--- src/rtl/hilo_pkg.sv ---
// hilo_pkg: shared op codes, FSM states and default width for the HI/LO unit.
package hilo_pkg;

    localparam int HILO_DATA_W = 32;

    typedef enum logic [2:0] {
        OP_MULT  = 3'd0,
        OP_MULTU = 3'd1,
        OP_MTHI  = 3'd2,
        OP_MTLO  = 3'd3,
        OP_MADD  = 3'd4,
        OP_MADDU = 3'd5,
        OP_MSUB  = 3'd6,
        OP_MSUBU = 3'd7
    } hilo_op_e;

    typedef enum logic [1:0] {
        IDLE     = 2'd0,
        MUL_WAIT = 2'd1,
        ACC      = 2'd2
    } hilo_state_e;

endpackage

--- src/rtl/hilo_acc.sv ---
// hilo_acc: modulo-2^W add/subtract of the HI/LO pair and a captured product.
module hilo_acc #(
    parameter int W = 64
) (
    input  logic [W-1:0] a_i,
    input  logic [W-1:0] b_i,
    input  logic         sub_i,
    output logic [W-1:0] y_o
);

    assign y_o = sub_i ? a_i - b_i : a_i + b_i;

endmodule

--- src/rtl/hilo_unit.sv ---
// hilo_unit: MIPS HI/LO registers fed by an external pipelined multiplier.
// Define HILO_MADD_EN to add MADD/MADDU/MSUB/MSUBU through an accumulate state.
module hilo_unit
    import hilo_pkg::*;
#(
    parameter int DATA_W = HILO_DATA_W
) (
    input  logic                mul_clk,
    input  logic                resetn,
    input  logic                req_valid,
    output logic                req_ready,
    input  logic [2:0]          req_op,
    input  logic [DATA_W-1:0]   req_a,
    input  logic [DATA_W-1:0]   req_b,
    input  logic                req_cancel,
    output logic [DATA_W-1:0]   mul_x,
    output logic [DATA_W-1:0]   mul_y,
    output logic                mul_signed,
    input  logic [2*DATA_W-1:0] mul_result,
    input  logic                rd_sel,
    output logic [DATA_W-1:0]   rd_data,
    output logic                rd_stall,
    output logic [DATA_W-1:0]   hi_o,
    output logic [DATA_W-1:0]   lo_o
);

    hilo_state_e       state_q;
    logic [DATA_W-1:0] hi_q, lo_q;
    hilo_op_e          op;
    logic              accept;

    assign op         = hilo_op_e'(req_op);
    assign req_ready  = state_q == IDLE;
    assign rd_stall   = !req_ready;
    assign accept     = req_valid && req_ready && !req_cancel;
    // The multiplier samples these every edge; only the accept cycle's values matter.
    assign mul_x      = req_a;
    assign mul_y      = req_b;
    assign mul_signed = op inside {OP_MULT, OP_MADD, OP_MSUB};
    assign rd_data    = rd_sel ? hi_q : lo_q;
    assign hi_o       = hi_q;
    assign lo_o       = lo_q;

`ifdef HILO_MADD_EN
    logic [2*DATA_W-1:0] prod_q, acc_sum;
    logic                acc_q, sub_q;

    hilo_acc #(.W(2*DATA_W)) u_acc (
        .a_i   ({hi_q, lo_q}),
        .b_i   (prod_q),
        .sub_i (sub_q),
        .y_o   (acc_sum)
    );
`endif

    always_ff @(posedge mul_clk or negedge resetn) begin
        if (!resetn) begin
            state_q <= IDLE;
            hi_q    <= '0;
            lo_q    <= '0;
`ifdef HILO_MADD_EN
            prod_q  <= '0;
            acc_q   <= 1'b0;
            sub_q   <= 1'b0;
`endif
        end else begin
            case (state_q)
                IDLE: if (accept) begin
                    case (op)
                        OP_MTHI: hi_q <= req_a;
                        OP_MTLO: lo_q <= req_a;
                        OP_MULT, OP_MULTU: begin
                            state_q <= MUL_WAIT;
`ifdef HILO_MADD_EN
                            acc_q   <= 1'b0;
`endif
                        end
`ifdef HILO_MADD_EN
                        OP_MADD, OP_MADDU, OP_MSUB, OP_MSUBU: begin
                            state_q <= MUL_WAIT;
                            acc_q   <= 1'b1;
                            sub_q   <= op inside {OP_MSUB, OP_MSUBU};
                        end
`endif
                        default: ;
                    endcase
                end
                MUL_WAIT: begin
                    state_q <= IDLE;
                    if (req_cancel) begin
                    end
`ifdef HILO_MADD_EN
                    else if (acc_q) begin
                        prod_q  <= mul_result;
                        state_q <= ACC;
                    end
`endif
                    else {hi_q, lo_q} <= mul_result;
                end
`ifdef HILO_MADD_EN
                ACC: begin
                    if (!req_cancel) {hi_q, lo_q} <= acc_sum;
                    state_q <= IDLE;
                end
`endif
                default: state_q <= IDLE;
            endcase
        end
    end

endmodule
--- config.mk ---
export PLATFORM = sky130hd
export DESIGN_NAME = hilo_unit
export DESIGN_NICKNAME = d
export VERILOG_FILES = /design/src/rtl/hilo_pkg.sv /design/src/rtl/hilo_acc.sv /design/src/rtl/hilo_unit.sv
export SDC_FILE = /design/constraint.sdc
export NUM_CORES = 1
export LEC_CHECK = 0
export ABC_AREA = 1
export BUFFER_PORTS_ARGS = -buffer_cell sky130_fd_sc_hd__buf_2
export CORE_MARGIN = 5
export CORE_UTILIZATION = 36
export DETAILED_ROUTE_END_ITERATION = 16
export GPL_TIMING_DRIVEN = 0
export PLACE_DENSITY = 0.8
export SLEW_MARGIN = 30
export SYNTH_ARGS = -nofsm -noshare
export SYNTH_HDL_FRONTEND = slang
export SYNTH_HIERARCHICAL = 1
export SYNTH_SLANG_ARGS = --single-unit
--- constraint.sdc ---
create_clock -name mul_clk -period 1.46 [get_ports mul_clk]
set_input_delay 0.219 -clock mul_clk [delete_from_list [all_inputs] [get_ports mul_clk]]
set_output_delay 0.219 -clock mul_clk [all_outputs]
set_load 0.01 [all_outputs]
* Yosys cells after proc, flatten, opt, wreduce, memory -nomap -nowiden
Index checks and enable logic that the tools add are counted.
Storage, ports and cells: output and inout bits 163, bits of input ports 136, register bits after elaboration 66
Operators by class: multiplexer cells 12, eq/ne operators 11, reduce and logical (&&, ||, !) cells 12
Operators with widths (count):
- two-way mux 32 bit | 7
- one-hot mux 32 bit (2 select lines) | 2
- != test 2 x 1 -> 1 bit, second input constant | 4
- AND reduction 4 bit | 2
- == test 3 x 2 -> 1 bit, second input constant | 2
- == test 3 bit, second input constant | 2
- two-way mux 2 bit | 3
- == test 3 x 1 -> 1 bit, second input constant | 1
- logical NOT 3 bit | 1
- nonzero test 3 bit | 1
- == test 2 x 1 -> 1 bit, second input constant | 1
- logical AND 1 bit | 2
- logical NOT 1 bit | 2
- logical NOT 2 bit | 1
- != test 2 bit, second input constant | 1
- AND reduction 2 bit | 1
- nonzero test 2 bit | 1
- OR reduction 2 bit | 1

* Longest topological paths before layout
word-level depth 5, gate-level depth with buffers 7, gate-level depth less buffers 6

* Least setup slack after synthesis
No wires, ideal clock.
kind register to register, from register state_q[0], to register hi_q[10], in the netlist hi_o[10], required time 1394 ps, arrival time 1130 ps, setup slack 263 ps, path buffers 2, period minus slack after synthesis 1197 ps, library setup time 66 ps, cell stages (with the launch flop) 7, cell sequence dfrtp_1 -> inv_2 -> a21oi_2 -> buf_4 -> buf_2 -> nand3_1 -> nand2_1
Between the ends: longest elaborated chain between the ends 5
RTL lines:
- from (decl) | line hilo_unit.sv:27 | hilo_state_e state_q;
- from (signal assigned) | line hilo_unit.sv:58 | state_q <= IDLE;
- from (signal assigned) | line hilo_unit.sv:73 | state_q <= MUL_WAIT;
- from (signal assigned) | line hilo_unit.sv:89 | state_q <= IDLE;
- logical NOT 2 bit | line hilo_unit.sv:33, hilo_unit.sv:67
- logical AND 1 bit (2 in series) | line hilo_unit.sv:35 | assign accept = req_valid && req_ready && !req_cancel;
- != test 2 x 1 -> 1 bit (no line)
- AND reduction 4 bit (no line)
- to (signal assigned) | line hilo_unit.sv:70 | OP_MTHI: hi_q <= req_a;
- to (signal assigned) | line hilo_unit.sv:98 | else {hi_q, lo_q} <= mul_result;
- to (decl) | line hilo_unit.sv:28 | logic [DATA_W-1:0] hi_q, lo_q;
Parallel ways exist; a longest one is shown, timed or not. A chain may end at the register's enable or synchronous reset.

* Final worst setup path
from register state_q[0], to output port req_ready
Between the ends: longest elaborated chain between the ends 1
RTL lines:
- logical NOT 2 bit | line hilo_unit.sv:33 | assign req_ready = state_q == IDLE;
- to (decl) | line hilo_unit.sv:11 | output logic req_ready,
Every way passes these cells.

==> flow_summary.yaml <==
global_routing:
  globalRouteOverflowTotal: 0
  antenna_found_initial: 1
  track_usage: 0.219
  grt_max_degree: 34
  grt_pass1_vias: 4490
  grt_pass1_wl_um: 22900
floorplan:
  ios: 299
  placement_rows: 39
  die_y_um: 117
  start_util: 0.363
  core_um2: 11300
  dieWidth_um: 117
  die_area_um2: 13600
detailed_routing:
  dr.pass1.iters: 5
  via_per_inst: 4.61
  wl_met2_um: 7900
  route.met3.wl_um: 1100
  drt_iter0_drc: 354
  top_layer: "met5"
  drc: 0
  drt-total-wl_um: 15300
  wl_met1_um: 5980
  wl_per_cell_um: 15.6
  vias: 4529
  ant_nets: 0
synthesis:
  ys_seq_elements: 65
  ys_types: 14
  syn-num-nets: 696
  ys_seq_area_frac: 0.398
  synth_area_per_cell_um2: 7.30
  syn_area_um2: 4090
  synth_cells: 560
  yosys_warnings: 6
critical_path:
  crit_arrival_ns: 1.21
  crit_type: "reg -> out"
  endpoint_kind: "output pin"
  cp_num_buf_inv: 3
  slowest_delay_ns: 0.41
  cpLargestDelayFamily: "buffers and inverters"
  cp_max_fo: 10
  reg2reg_slack_ns: 0.09
  worstPathRequired_ns: 1.24
  path_cells: "inv_4 > buf_6 > buf_2"
  critPathSlowestCell: "dfrtp_1"
  critPathLaunchType: "register"
timing:
  fin_tns_setup_ns: 0
  setup_slack_ns: 0.0276
  worst_pin_slew_ns: 0.448
  setup-violations-final: 0
  fmax_ghz: 0.698
  period_share: 0.981
  rsz0062_at_grt: "yes"
  slew_viol_final: 0
  skew_ns: 0.00703
  relSlewSlack: 0.701
  hold_viol: 0
  final.min_clock_period_ns: 1.43
cts:
  path_clk_slew_ns: 0.05
  cts_tree: "built"
  cts-root-buf: "clkbuf_16"
  cts.sinks: 65
  clockBufferDepth: 2
  htree_levels: 3
  clk_latency_ns: 0.32
  cts_buffers: 9
power_and_ir_drop:
  p_leak_nw: 3.68
  peakVddDrop_v: 0.000531
  power.total_mw: 6.86
  p_per_area_nw_per_um2: 1150
place:
  gp_congestion: 0.828
  hpwl_um: 12200
  io_buffer_count: 265
  placed_area_um2: 5620
  dp_cells: 969
  dpl_worst_slack_ns: -0.165
job:
  cap_violations: 0
cells_and_area:
  design_area_um2: 5960
  n_antenna_cell: 0
  drive_gt1_frac: 0.490
  layoutNonFillerInstCount: 982
  syn_to_final_growth_pct: 45.7
  layout_commonest_cell: "nand2_1"
  fill_cells: 1152
  layout.nets: 974
  final_cell_mix: "nand2_1, buf_2, buf_4"
hold_path:
  hp-class: "in -> reg"
status:
  outcome: "complete, no violations"
-- worst reg2reg max path, cell delays in order, from the launching register on --
cell	delay, ns
dfrtp_1	0.39
buf_2	0.27
buf_2	0.30
nand2_1	0.12
nand2_1	0.08
nand3_1	0.07
nand2_1	0.07
-- layer usage --
layer	global-route usage	vias up
li1	-	2252
met1	0.263	2045
met2	0.387	204
met3	0.0446	26
met4	0.0795	2
met5	0	-
-- kinds of logic (layout without fill, tap and decap cells) --
kind of cell	after synthesis	in the layout	share of synthesized area
AOI/OAI and AO/OA	2	2	0.00336
buffers and inverters	101	380	0.160
DFF	65	65	0.398
muxes	32	32	0.0881
and+or+nand+nor	360	360	0.351
-- sequential cells by signal (all words and copies together) (netlist names) --
signal and flops:
hi_o 32, lo_o 32, state_q 1
-- area by class of cell --
| type | instances | area [um^2] | area share |
|---|---|---|---|
| Tap cell | 143 | 179 | 0.0300 |
| Multi-Input combinational cell | 394 | 1820 | 0.306 |
| Timing Repair Buffer | 267 | 1360 | 0.228 |
| Sequential cell | 65 | 1630 | 0.273 |
| Buffer | 97 | 698 | 0.117 |
| Clock buffer | 11 | 253 | 0.0424 |
| Inverter | 4 | 17.5 | 0.00294 |
| Clock inverter | 1 | 5.00 | 0.000840 |
-- power breakdown --
group          leakage (nW)  internal, mW  switching [mW]
clock network         0.129          1.20           0.715
logic                  2.72          1.11            1.25
registers             0.823          2.23           0.358
-- path summary, 6_finish.rpt --
path | startpoint | to | cells past startpoint
setup / recovery | state_q[0]$_DFFE_PN0P_ | req_ready | 3
hold / removal | req_cancel | state_q[0]$_DFFE_PN0P_ | 2
setup reg to reg | state_q[0]$_DFFE_PN0P_ | hi_o[24]$_DFFE_PN0P_ | 6
hold reg to reg | lo_o[16]$_DFFE_PN0P_ | lo_o[16]$_DFFE_PN0P_ | 2
max in group asynchronous | resetn | lo_o[16]$_DFFE_PN0P_ | 3
min in group asynchronous | resetn | lo_o[29]$_DFFE_PN0P_ | 2
-- per-stage QoR --
stage | hold WS, ns | utilization
after detailed placement | 0.198 | 0.498
after global placement | 0.405 | 0.496
after CTS | 0.0627 | 0.525
after floorplan | -0.0766 | -
after global routing | 0.0671 | 0.529
final | 0.0755 | 0.529
-- repair_timing --
action | in CTS | in global routing
gates resized for setup | 18 | 17
setup endpoints to repair | 91 | 57
hold buffers | 1 | 0
endpoints found under the hold margin | 32 | 0
pin swaps | 0 | 0
buffers inserted | 0 | 0
-- synthesized netlist by cell type --
| cell | number | share of area |
|---|---|---|
| dfrtp_1 | 65 | 0.40 |
| a21oi_1 | 1 | 0.0012 |
| buf_4 | 65 | 0.12 |
| clkbuf_1 | 7 | 0.0064 |
| mux2_2 | 30 | 0.083 |
| a21oi_2 | 1 | 0.0021 |
| mux2_1 | 2 | 0.0055 |
| inv_1 | 3 | 0.0028 |
| inv_2 | 1 | 0.00092 |
| buf_1 | 1 | 0.00092 |
| buf_2 | 24 | 0.029 |
| nor4_1 | 1 | 0.0015 |
| nand2_1 | 293 | 0.27 |
| nand3_1 | 66 | 0.081 |
No activity file was read; power rests on OpenSTA's default activity.
